<file path="src/rtl/alu_multicycle_exec_if.sv">
// Request/response bundle for alu_multicycle_exec: op/operand request port,
// result port with valid/ready handshakes, and the pipeline flush.
interface alu_multicycle_exec_if #(
  parameter int unsigned DATA_WIDTH = 32
);
  logic                  in_valid;
  logic                  in_ready;
  logic [3:0]            alu_op;
  logic [DATA_WIDTH-1:0] alu_in_1;
  logic [DATA_WIDTH-1:0] alu_in_2;
  logic                  flush;
  logic                  out_valid;
  logic                  out_ready;
  logic [DATA_WIDTH-1:0] alu_result;
  logic                  alu_zero;
  logic                  illegal_op;

  modport master (
    output in_valid, alu_op, alu_in_1, alu_in_2, flush, out_ready,
    input  in_ready, out_valid, alu_result, alu_zero, illegal_op
  );

  modport slave (
    input  in_valid, alu_op, alu_in_1, alu_in_2, flush, out_ready,
    output in_ready, out_valid, alu_result, alu_zero, illegal_op
  );
endinterface

</file>
<file path="src/rtl/alu_multicycle_exec.sv">
// Multi-cycle ALU: logic/arithmetic ops finish in one cycle, SLL/SRL iterate SHIFT_STEP bits
// per cycle. Define ALU_SRA_EN to add op 1100 (arithmetic right shift).
module alu_multicycle_exec #(
  parameter int unsigned DATA_WIDTH = 32,
  parameter int unsigned SHIFT_STEP = 1
) (
  input logic                 clk,
  input logic                 reset_n,
  alu_multicycle_exec_if.slave bus
);
  localparam int unsigned SW      = $clog2(DATA_WIDTH);
  localparam logic [SW:0] LP_STEP = (SW+1)'(SHIFT_STEP);

  typedef enum logic [1:0] {S_IDLE, S_SHIFT, S_DONE} state_t;
  typedef enum logic [3:0] {
    OP_ADD = 4'b0000,
    OP_SUB = 4'b0001,
    OP_AND = 4'b0100,
    OP_OR  = 4'b0101,
    OP_XOR = 4'b1000,
    OP_SLL = 4'b1010,
    OP_SRL = 4'b1011,
    OP_SRA = 4'b1100
  } op_t;

  state_t                r_state;
  logic                  r_out_valid;
  logic [DATA_WIDTH-1:0] r_result;
  logic                  r_zero;
  logic                  r_illegal;
  logic [DATA_WIDTH-1:0] r_work;
  logic [SW-1:0]         r_rem;
  logic                  r_left;
  logic                  r_arith;

  logic                  w_in_ready;
  logic                  w_accept;
  logic [DATA_WIDTH-1:0] w_res;
  logic                  w_ill;
  logic                  w_shift;
  logic                  w_left;
  logic                  w_arith;
  logic [SW-1:0]         w_shamt;
  logic                  w_last;
  logic [SW-1:0]         w_step;
  logic [DATA_WIDTH-1:0] w_shifted;

  assign w_in_ready = !bus.flush &&
                      ((r_state == S_IDLE) || ((r_state == S_DONE) && bus.out_ready));
  assign w_accept   = bus.in_valid && w_in_ready;
  assign w_shamt    = bus.alu_in_2[SW-1:0];

  always_comb begin
    w_res   = '0;
    w_ill   = 1'b0;
    w_shift = 1'b0;
    w_left  = 1'b0;
    w_arith = 1'b0;
    case (bus.alu_op)
      OP_ADD: w_res = bus.alu_in_1 + bus.alu_in_2;
      OP_SUB: w_res = bus.alu_in_1 + ~bus.alu_in_2 + DATA_WIDTH'(1);
      OP_AND: w_res = bus.alu_in_1 & bus.alu_in_2;
      OP_OR:  w_res = bus.alu_in_1 | bus.alu_in_2;
      OP_XOR: w_res = bus.alu_in_1 ^ bus.alu_in_2;
      // Shifts preload the operand so a zero shift amount completes as a pass-through.
      OP_SLL: begin w_res = bus.alu_in_1; w_shift = 1'b1; w_left = 1'b1; end
      OP_SRL: begin w_res = bus.alu_in_1; w_shift = 1'b1; end
`ifdef ALU_SRA_EN
      OP_SRA: begin w_res = bus.alu_in_1; w_shift = 1'b1; w_arith = 1'b1; end
`endif
      default: w_ill = 1'b1;
    endcase
  end

  assign w_last = ({1'b0, r_rem} <= LP_STEP);
  assign w_step = w_last ? r_rem : LP_STEP[SW-1:0];

  always_comb begin
    if (r_left)
      w_shifted = r_work << w_step;
    else if (r_arith)
      w_shifted = $unsigned($signed(r_work) >>> w_step);
    else
      w_shifted = r_work >> w_step;
  end

  // Accept is handled ahead of the state case: it can only fire from IDLE or a draining DONE,
  // and both load the next operation identically.
  always_ff @(posedge clk) begin
    if (!reset_n) begin
      r_state     <= S_IDLE;
      r_out_valid <= 1'b0;
      r_result    <= '0;
      r_zero      <= 1'b0;
      r_illegal   <= 1'b0;
      r_work      <= '0;
      r_rem       <= '0;
      r_left      <= 1'b0;
      r_arith     <= 1'b0;
    end else if (bus.flush) begin
      r_state     <= S_IDLE;
      r_out_valid <= 1'b0;
    end else if (w_accept) begin
      if (w_shift && (w_shamt != '0)) begin
        r_state     <= S_SHIFT;
        r_out_valid <= 1'b0;
        r_work      <= bus.alu_in_1;
        r_rem       <= w_shamt;
        r_left      <= w_left;
        r_arith     <= w_arith;
      end else begin
        r_state     <= S_DONE;
        r_out_valid <= 1'b1;
        r_result    <= w_res;
        r_zero      <= (w_res == '0);
        r_illegal   <= w_ill;
      end
    end else begin
      case (r_state)
        S_SHIFT: begin
          if (w_last) begin
            r_state     <= S_DONE;
            r_out_valid <= 1'b1;
            r_result    <= w_shifted;
            r_zero      <= (w_shifted == '0);
            r_illegal   <= 1'b0;
          end else begin
            r_work <= w_shifted;
            r_rem  <= r_rem - LP_STEP[SW-1:0];
          end
        end
        S_DONE: begin
          if (bus.out_ready) begin
            r_state     <= S_IDLE;
            r_out_valid <= 1'b0;
          end
        end
        default: ;
      endcase
    end
  end

  assign bus.in_ready   = w_in_ready;
  assign bus.out_valid  = r_out_valid;
  assign bus.alu_result = r_result;
  assign bus.alu_zero   = r_zero;
  assign bus.illegal_op = r_illegal;
endmodule

</file>
<file path="src/flat_wrapper.sv">
// flat-port wrapper written by rule: the top's interface ports become plain ports
module alu_multicycle_exec_flat 
#(
  parameter int unsigned DATA_WIDTH = 32,
  parameter int unsigned SHIFT_STEP = 1
)
  (clk, reset_n, bus_in_valid, bus_alu_op, bus_alu_in_1, bus_alu_in_2, bus_flush, bus_out_ready, bus_in_ready, bus_out_valid, bus_alu_result, bus_alu_zero, bus_illegal_op);
  alu_multicycle_exec_if #(.DATA_WIDTH(DATA_WIDTH)) bus_i ();
  input logic clk;
  input logic reset_n;
  input wire logic [$bits(bus_i.in_valid)-1:0] bus_in_valid;
  input wire logic [$bits(bus_i.alu_op)-1:0] bus_alu_op;
  input wire logic [$bits(bus_i.alu_in_1)-1:0] bus_alu_in_1;
  input wire logic [$bits(bus_i.alu_in_2)-1:0] bus_alu_in_2;
  input wire logic [$bits(bus_i.flush)-1:0] bus_flush;
  input wire logic [$bits(bus_i.out_ready)-1:0] bus_out_ready;
  output wire logic [$bits(bus_i.in_ready)-1:0] bus_in_ready;
  output wire logic [$bits(bus_i.out_valid)-1:0] bus_out_valid;
  output wire logic [$bits(bus_i.alu_result)-1:0] bus_alu_result;
  output wire logic [$bits(bus_i.alu_zero)-1:0] bus_alu_zero;
  output wire logic [$bits(bus_i.illegal_op)-1:0] bus_illegal_op;
  assign bus_i.in_valid = bus_in_valid;
  assign bus_i.alu_op = bus_alu_op;
  assign bus_i.alu_in_1 = bus_alu_in_1;
  assign bus_i.alu_in_2 = bus_alu_in_2;
  assign bus_i.flush = bus_flush;
  assign bus_i.out_ready = bus_out_ready;
  assign bus_in_ready = bus_i.in_ready;
  assign bus_out_valid = bus_i.out_valid;
  assign bus_alu_result = bus_i.alu_result;
  assign bus_alu_zero = bus_i.alu_zero;
  assign bus_illegal_op = bus_i.illegal_op;
  alu_multicycle_exec #(.DATA_WIDTH(DATA_WIDTH), .SHIFT_STEP(SHIFT_STEP)) u_core (.clk(clk), .reset_n(reset_n), .bus(bus_i));
endmodule
</file>
<file path="config.mk">
export PLATFORM = sky130hd
export DESIGN_NAME = alu_multicycle_exec_flat
export DESIGN_NICKNAME = d
export VERILOG_FILES = /design/src/rtl/alu_multicycle_exec_if.sv /design/src/rtl/alu_multicycle_exec.sv /design/src/flat_wrapper.sv
export SDC_FILE = /design/constraint.sdc
export NUM_CORES = 1
export LEC_CHECK = 0
export CAP_MARGIN = 20
export CORE_ASPECT_RATIO = 0.7
export CORE_MARGIN = 3
export CORE_UTILIZATION = 41
export CTS_CLUSTER_DIAMETER = 60
export DETAILED_ROUTE_END_ITERATION = 10
export PLACE_DENSITY = 0.72
export RECOVER_POWER = 25
export REMOVE_ABC_BUFFERS = 1
export SKIP_CTS_REPAIR_TIMING = 1
export SYNTH_ARGS = -nofsm -noshare
export SYNTH_HDL_FRONTEND = slang
export SYNTH_SLANG_ARGS = --single-unit
</file>
<file path="constraint.sdc">
create_clock -name clk -period 8.2 [get_ports clk]
set_input_delay 0.82 -clock clk [delete_from_list [all_inputs] [get_ports clk]]
set_output_delay 0.82 -clock clk [all_outputs]
set_load 0.005 [all_outputs]
</file>
* Word level (Yosys, flattened, before mapping)
Cells that the tools add are included.
** Word-level totals
- Flip-flop bits (word level) :: 75
- Input bits :: 73
- Output and inout bits :: 36
** Operators by class
- Add/sub/neg operators :: 4
- $lt $le $gt $ge :: 1
- Equal/unequal tests :: 13
- Shifts and indexed selects :: 2
- Mux-type cells :: 36
- Bitwise gates (word level) :: 6
- Reduce and logical (&&, ||, !) cells :: 21
** Operator list (number)
- $mux 32 :: 9
- $pmux 32 s6 :: 1
- $add 32x32->32 :: 2
- $logic_not 32->1 :: 2
- $add 32x1->32 const B :: 1
- $and 32x32->32 :: 1
- $not 32->32 :: 1
- $or 32x32->32 :: 1
- $shl 32x5->32 :: 1
- $shr 32x5->32 :: 1
- $xor 32x32->32 :: 1
- $mux 5 :: 5
- $mux 1 :: 15
- $eq 4x4->1 const B :: 3
- $eq 4x3->1 const B :: 2
- $mux 2 :: 4
- $reduce_and 4->1 :: 2
- $reduce_or 7->1 :: 1
- $reduce_and 3->1 :: 2
- $le 5x1->1 const B :: 1
- $reduce_bool 5->1 :: 1
- $sub 5x1->5 const B :: 1
- $eq 4x1->1 const B :: 1
- $logic_and 1x1->1 :: 4
- other kinds (16) :: 20

* Depth between registers and ports, before layout
Gate-level depths: netlist of run 1.
- Depth after elaboration :: 8
- Gate-level depth with buffers :: 17
- Mapped depth without buffers :: 15

* Worst setup path after synthesis of run 1
Ideal clock, no wire load.
- Kind :: input to register
- Start point :: input port bus_alu_in_1[0]
- End point :: register u_core.r_zero (netlist: u_core.bus.alu_zero)
- Library setup time :: 0.096 ns
- Arrival :: 4.192 ns
- Data required time :: 8.104 ns
- Slack :: 3.912 ns
- Cell stages on the path :: 15
- Cell sequence :: inv_1 > ha_1 > inv_1 > fa_1 > and2b_1 > o211ai_1 > nand2_1 > a221oi_1 > mux2_2 > a221oi_1 > o211ai_1 > nor4b_2 > nand4_1 > or4_1 > o41ai_2
** On the way
- Longest elaborated chain between the ends :: 6
** RTL lines
- start, declared :: RTL line flat_wrapper.sv:13 : input wire logic [$bits(bus_i.alu_in_1)-1:0] bus_alu_in_1;
- $add 32x32->32 :: RTL line alu_multicycle_exec.sv:61 : OP_SUB: w_res = bus.alu_in_1 + ~bus.alu_in_2 + DATA_WIDTH'(1);
- $add 32x1->32 :: RTL line alu_multicycle_exec.sv:61
- $pmux 32 s6 (*) :: RTL line alu_multicycle_exec.sv:59 : case (bus.alu_op)
- $logic_not 32->1 (*) :: RTL line alu_multicycle_exec.sv:115 : r_zero <= (w_res == '0);
- $mux 1 (*) :: RTL line alu_multicycle_exec.sv:104 : if (w_shift && (w_shamt != '0)) begin
- $mux 1 (*) :: RTL line alu_multicycle_exec.sv:103 : end else if (w_accept) begin
- end signal, assigned :: RTL line alu_multicycle_exec.sv:115
- end signal, assigned :: RTL line alu_multicycle_exec.sv:125 : r_zero <= (w_shifted == '0);
- end, declared :: RTL line alu_multicycle_exec.sv:29 : logic r_zero;
Mark *: on every way between the ends. The rest lies on a longest branch, timed or not. The select of a mux whose other input is x is not followed.
A chain may end at the register's enable or synchronous reset.

* Worst setup path after layout of run 1
- Start point :: input port bus_alu_op[2]
- End point :: register u_core.r_zero (netlist: u_core.bus.alu_zero)
** On the way
- Longest elaborated chain between the ends :: 6
** RTL lines
- start, declared :: RTL line flat_wrapper.sv:12 : input wire logic [$bits(bus_i.alu_op)-1:0] bus_alu_op;
- $eq 4x4->1 :: RTL line alu_multicycle_exec.sv:59
- $reduce_or 2->1 (no source line)
- $pmux 32 s6 or $mux 1 (tied branches) :: RTL line alu_multicycle_exec.sv:59
- $logic_not 32->1 or $logic_and 1x1->1 (tied branches) :: RTL line alu_multicycle_exec.sv:115, alu_multicycle_exec.sv:104
- $mux 1 or $ne 2x2->1 (tied branches)
- $mux 1 or $reduce_and 4->1 (tied branches)
Several ways; a longest one is shown, not always the timed one. The select of a mux whose other input is x is not followed.

==> impl_metrics.toml, run 1 <==
[sta]
finalCriticalPeriod_ns = 5.89
max_slew_margin_pct = 27.1
hold_viol = 0
fin_skew_ns = 0.0143
setup_viol = 0
worst_slack_ns = 2.31
setup-tns-final_ns = 0
rsz0062_at_grt = "no"
fmax_mhz = 170
slew_violations = 0
period_share_pct = 71.8
worstMarginPinSlew_ns = 1.09

[pwr]
pwr_density_cell_nw_per_um2 = 117
leakagePower_nw = 4.98
ir_worst_vdd_uv = 107

[status]
status = "complete, no violations"

[yosys]
yosysTopAreaCell = "dfxtp_1"
synth_seq_area_share_pct = 13.8
synthFlopType = "dfxtp_1"
synth_area_um2 = 10700
avgSynthCellArea_um2 = 6.81
synthTopCellsByCount = "197 x nand2_1, 183 x a21oi_1, 154 x nor2_1"
synthTopCellsByArea = "dfxtp_1 14%, ha_1 13%, a21oi_1 8.5%"
synth-seq-cells = 74
synth_edf_count = 0
synthCells = 1577
yosysMostFrequentCell = "nand2_1"
netlist.area_leader.share_pct = 13.8
synthDistinctLibCells = 90
synthArstFlopShare_pct = 0
synth-warning-count = 0

[floorplanning]
rows = 48
dieHeight_um = 141
die_w_um = 199
top_level_ports = 109
initial_core_util_pct = 42.6
die_area_um2 = 28200
coreArea_um2 = 25200

[cts]
cts-root-buf = "clkbuf_16"
clock_latency_ns = 0.36
h-tree-depth = 3
clockBufferDepth = 2
cts_sinks = 74
path_clk_slew_ns = 0.08
cts_tree = "done"
numCtsBuffers = 9

[layout]
nFillCells = 2595
final-seq-area_um2 = 1480
n_antenna_cell = 0
drive_above_1_share_pct = 5.59
multi_input_comb_area_um2 = 8440
syn_to_final_growth_pct = 14.4
nets = 1790

[detailed_routing]
drt_first_pass_iters = 8
wl_um = 43700
ant_nets = 0
drt_iter0_markers = 2128
wl_per_cell_um = 22.5
viasPerCell = 6.54
num_vias = 12700
drt_drc_violations_left = 0

[worst_setup_path]
crit_required_ns = 8.48
path_common_cell = "a2111oi_0"
slowest_delay_ns = 0.95
critPathKind = "input pin to flop"
cp_max_fo = 18
cp-start-kind = "input pin"
end_kind = "flop"
crit_arrival_ns = 6.17
path_cells = "clkdlybuf4s50_1 -> nor2b_4 -> and2_1 -> a2111oi_0 -> o2111ai_1 -> a2111oi_0 -> o21ai_1 -> nor4b_1 -> and4_1 -> nand4_1 -> or4_1 -> o41ai_2"
worst_path_max_delay_cell = "clkdlybuf4s50_1"

[grt]
grt_overflow_total = 0
grt_pass1_wl_um = 67000
first_global_vias = 11600
antenna_found_initial = 1
grt_max_degree = 69
grt.total_usage_pct = 30.1

[min_path]
min_path_type = "flop to flop"

[job]
maxCapViolCount = 0

[place]
gp_congestion = 1.03
portBuffers = 108
post-dp-hpwl_um = 32500
dpl_worst_slack_ns = 2.16
## flip-flops by register name, summed over array words and instances (netlist names)
signal and flops:
u_core.bus.illegal_op 1, u_core.r_left 1, u_core.bus.alu_result 32, u_core.r_work 32, u_core.bus.alu_zero 1, u_core.r_rem 5, u_core.r_state 2
## worst max-delay path: cells and delay by family
family | cells | cell delay (ns)
AO/OA/AOI/OAI | 5 | 2.23
AND/OR/NAND/NOR | 6 | 2.14
buffers and inverters | 1 | 0.95
## cell type report
cell class,instances,area share (%)
clock buffer,9,1.83
clock inverter,7,0.815
inverter,103,3.15
multi-input combinational,1289,68.7
sequential,74,12.1
tap,325,3.31
timing repair buffer,129,10.1
## cells in the final DEF, fill, tap and decap left out, drive strengths merged, types with 24 or more instances in the layout
cell	n
nand2	197
a21oi	186
nor2	154
ha	109
inv	104
clkdlybuf4s50	81
dfxtp	74
o21ai	72
a211oi	51
nand3	49
mux2i	41
o211ai	38
nor3	38
dlygate4sd3	27
nor4	24
## layer usage
layer	track usage, %	part of all wire, %	wire length (um)	vias to the layer above
li1	-	-	-	5832
met2	43.2	40	17600	809
met3	7.00	12	5410	85
met1	45.6	45	19800	5937
met5	0	0.021	9	-
met4	6.02	1.9	843	2
## cells by family after synthesis
logic type,count (synthesis),share of synthesized area [%]
AOI/OAI and AO/OA,549,34.2
DFF,74,13.8
adders and majority gates,111,13.1
and+or+nand+nor,563,24.4
xor gates and xnor gates,11,0.897
buffers and inverters,214,8.05
muxes,55,5.60
## path summary, 6_finish.rpt
path / slack, ns / cells after the start / start / end
min: 0.45 / 2 / u_core.bus.alu_result[23] / u_core.bus.alu_result[23]
max reg2reg: 3.32 / 14 / u_core.r_state[1] / u_core.bus.alu_zero
max: 2.31 / 12 / bus_alu_op[2] / u_core.bus.alu_zero
min reg2reg: 0.45 / 2 / u_core.bus.alu_result[23] / u_core.bus.alu_result[23]
## per-stage QoR
step / area (um^2) / util [%] / std cells / hold WS, ns / power (mW)
2_1_floorplan: 10300 / - / 1466 / 0.448 / 0.746
3_3_place_gp: 12000 / 47.4 / 1920 / 0.440 / 0.953
3_5_place_dp: 12000 / 47.4 / 1920 / 0.445 / 0.956
4_1_cts: 12300 / 48.7 / 1936 / 0.455 / 1.42
5_1_grt: 12300 / 48.7 / 1936 / 0.475 / 1.50
6_report: 12300 / 48.7 / 1936 / 0.450 / 1.43
## power by group
part	internal, mW	switching (mW)	total (mW)
Sequential	0.368	0.00710	0.375
Combinational	0.214	0.379	0.594
Clock	0.270	0.193	0.463
Note: power is estimated with default switching activity, not from simulation.
==> run 2: changes to the inputs <==
--- a/config.mk
+++ b/config.mk
@@ -11,7 +11,7 @@
 export CORE_UTILIZATION = 41
 export CTS_CLUSTER_DIAMETER = 60
 export DETAILED_ROUTE_END_ITERATION = 10
-export PLACE_DENSITY = 0.72
+export PLACE_DENSITY = 0.74
 export RECOVER_POWER = 25
 export REMOVE_ABC_BUFFERS = 1
 export SKIP_CTS_REPAIR_TIMING = 1
==> constraint.sdc (replaced) <==
create_clock -name clk -period 5.4 [get_ports clk]
set_input_delay 0.54 -clock clk [delete_from_list [all_inputs] [get_ports clk]]
set_output_delay 0.54 -clock clk [all_outputs]
set_load 0.005 [all_outputs]
==> impl_metrics.toml, run 2 (synthesis gave the netlist of run 1 again) <==
[worst_setup_path]
crit_arrival_ns = 5.23
cp_max_fo = 12
rrSetupSlack_ns = 1.17
rr_endpoint = "u_core.bus.alu_zero"
critPathKind = "input pin to flop"
worstSetupEndpoint = "u_core.bus.alu_zero"
rr_worst_depth = 14
worstReg2RegStart = "u_core.r_state[1]"
cp-start-kind = "input pin"
end_kind = "flop"
crit_start = "bus_alu_in_1[11]"
crit_required_ns = 5.67

[sta]
period_share_pct = 91.9
fin_skew_ns = 0.0123
slew_violations = 0
max_slew_margin_pct = 26.3
worstMarginPinSlew_ns = 1.11
finalCriticalPeriod_ns = 4.96
fmax_mhz = 202
hold_viol = 0
rsz0062_at_grt = "no"
setup_viol = 0

[cts]
cts_tree = "done"
clock_latency_ns = 0.36
path_clk_slew_ns = 0.07
clockBufferDepth = 2
numCtsBuffers = 9
h-tree-depth = 3
cts_sinks = 74
cts-root-buf = "clkbuf_16"

[grt]
grt_pass1_wl_um = 69100
grt.total_usage_pct = 31.0
grt_max_degree = 56
first_global_vias = 11800
antenna_found_initial = 0
grt_overflow_total = 0

[floorplanning]
die_w_um = 199
die_area_um2 = 28200
top_level_ports = 109
rows = 48
coreArea_um2 = 25200
dieHeight_um = 141
initial_core_util_pct = 42.6

[min_path]
min_from = "u_core.bus.alu_result[22]"
min_path_type = "flop to flop"

[detailed_routing]
num_vias = 13000
drt_first_pass_iters = 6
drt_iter0_markers = 1806
wl_um = 45100
ant_nets = 0
drt_drc_violations_left = 0
viasPerCell = 6.62
wl_per_cell_um = 23.0

[layout]
mostFrequentLayoutCell = "nand2_1"
fin_cells = 1962
drive_above_1_share_pct = 6.96
n_antenna_cell = 0
nFillCells = 2560
nets = 1816
final_cell_mix = "197 x nand2_1, 182 x a21oi_1, 153 x nor2_1, 109 x ha_1, 101 x inv_1"
post-route-util_pct = 49.6
syn_to_final_growth_pct = 16.5

[status]
status = "complete, no violations"

[job]
maxCapViolCount = 0

[pwr]
ir_worst_vdd_uv = 181
pwr_density_cell_nw_per_um2 = 180
leakagePower_nw = 5.11

[place]
gp_congestion = 1.04
post-dp-hpwl_um = 34400
dp.cells = 1946
portBuffers = 108
==> run 2: changes by cell type in the layout (fill, tap and decap cells not counted), sizes merged <==
cell,delta
buf,+26
clkbuf,+3
inv,-2
bufinv,+1
clkinv,-2
==> run 2: metal layers <==
layer | share of wire, % | GRT usage, % | wire length (um)
met1 | 44 | 47.0 | 19900
met2 | 40 | 44.5 | 18200
met3 | 13 | 7.22 | 6010
met4 | 2.1 | 6.61 | 951
met5 | 0 | 0 | 0
==> run 2: worst min path at each step <==
stage / endpoint / slack (ns) / cells past startpoint
3_3_place_gp: u_core.bus.alu_result[26] / 0.44 / 2
2_1_floorplan: u_core.bus.alu_result[30] / 0.45 / 2
4_1_cts: u_core.bus.alu_result[22] / 0.45 / 2
3_5_place_dp: u_core.bus.alu_result[22] / 0.44 / 2
6_report: u_core.bus.alu_result[22] / 0.44 / 2
5_1_grt: u_core.bus.alu_result[20] / 0.47 / 2
==> run 2: where the power goes <==
part | internal (mW) | total (mW) | switching (mW) | leakage [nW]
clock | 0.467 | 0.747 | 0.280 | 0.167
combinational | 0.340 | 0.931 | 0.591 | 4.35
sequential | 0.558 | 0.569 | 0.0111 | 0.598
==> run 2: final cells by class <==
class,count,area [um^2],area share (%)
clock inverter,4,98.8,0.790
clock buffer,12,246,1.97
multi-input combinational,1289,8440,67.5
tap,325,407,3.25
sequential,74,1480,11.8
timing repair buffer,155,1450,11.6
inverter,103,387,3.09
==> run 2: worst max-delay path, stage by stage <==
cell and delay (ns):
clkdlybuf4s50_1 0.61, inv_1 0.10, ha_1 0.45, a21oi_1 0.27, o21ai_0 0.22, or3_1 0.36, o31ai_1 0.58, o221ai_1 0.38
a21boi_1 0.24, xnor2_1 0.08, a221oi_1 0.50, nand4_1 0.13, or4_1 0.45, o41ai_2 0.32
==> run 2: through the flow <==
| stage | total power, mW | hold WS, ns | TNS (ns) | setup slack [ns] | cell area [um^2] |
|---|---|---|---|---|---|
| after global placement | 1.48 | 0.440 | 0 | 0.187 | 12200 |
| final | 2.25 | 0.444 | 0 | 0.438 | 12500 |
| after floorplan | 1.13 | 0.448 | -133.55 | -3.77 | 10300 |
| after global routing | 2.34 | 0.468 | 0 | 0.188 | 12500 |
| after CTS | 2.22 | 0.452 | 0 | 0.565 | 12500 |
| after detailed placement | 1.48 | 0.444 | 0 | 0.197 | 12200 |
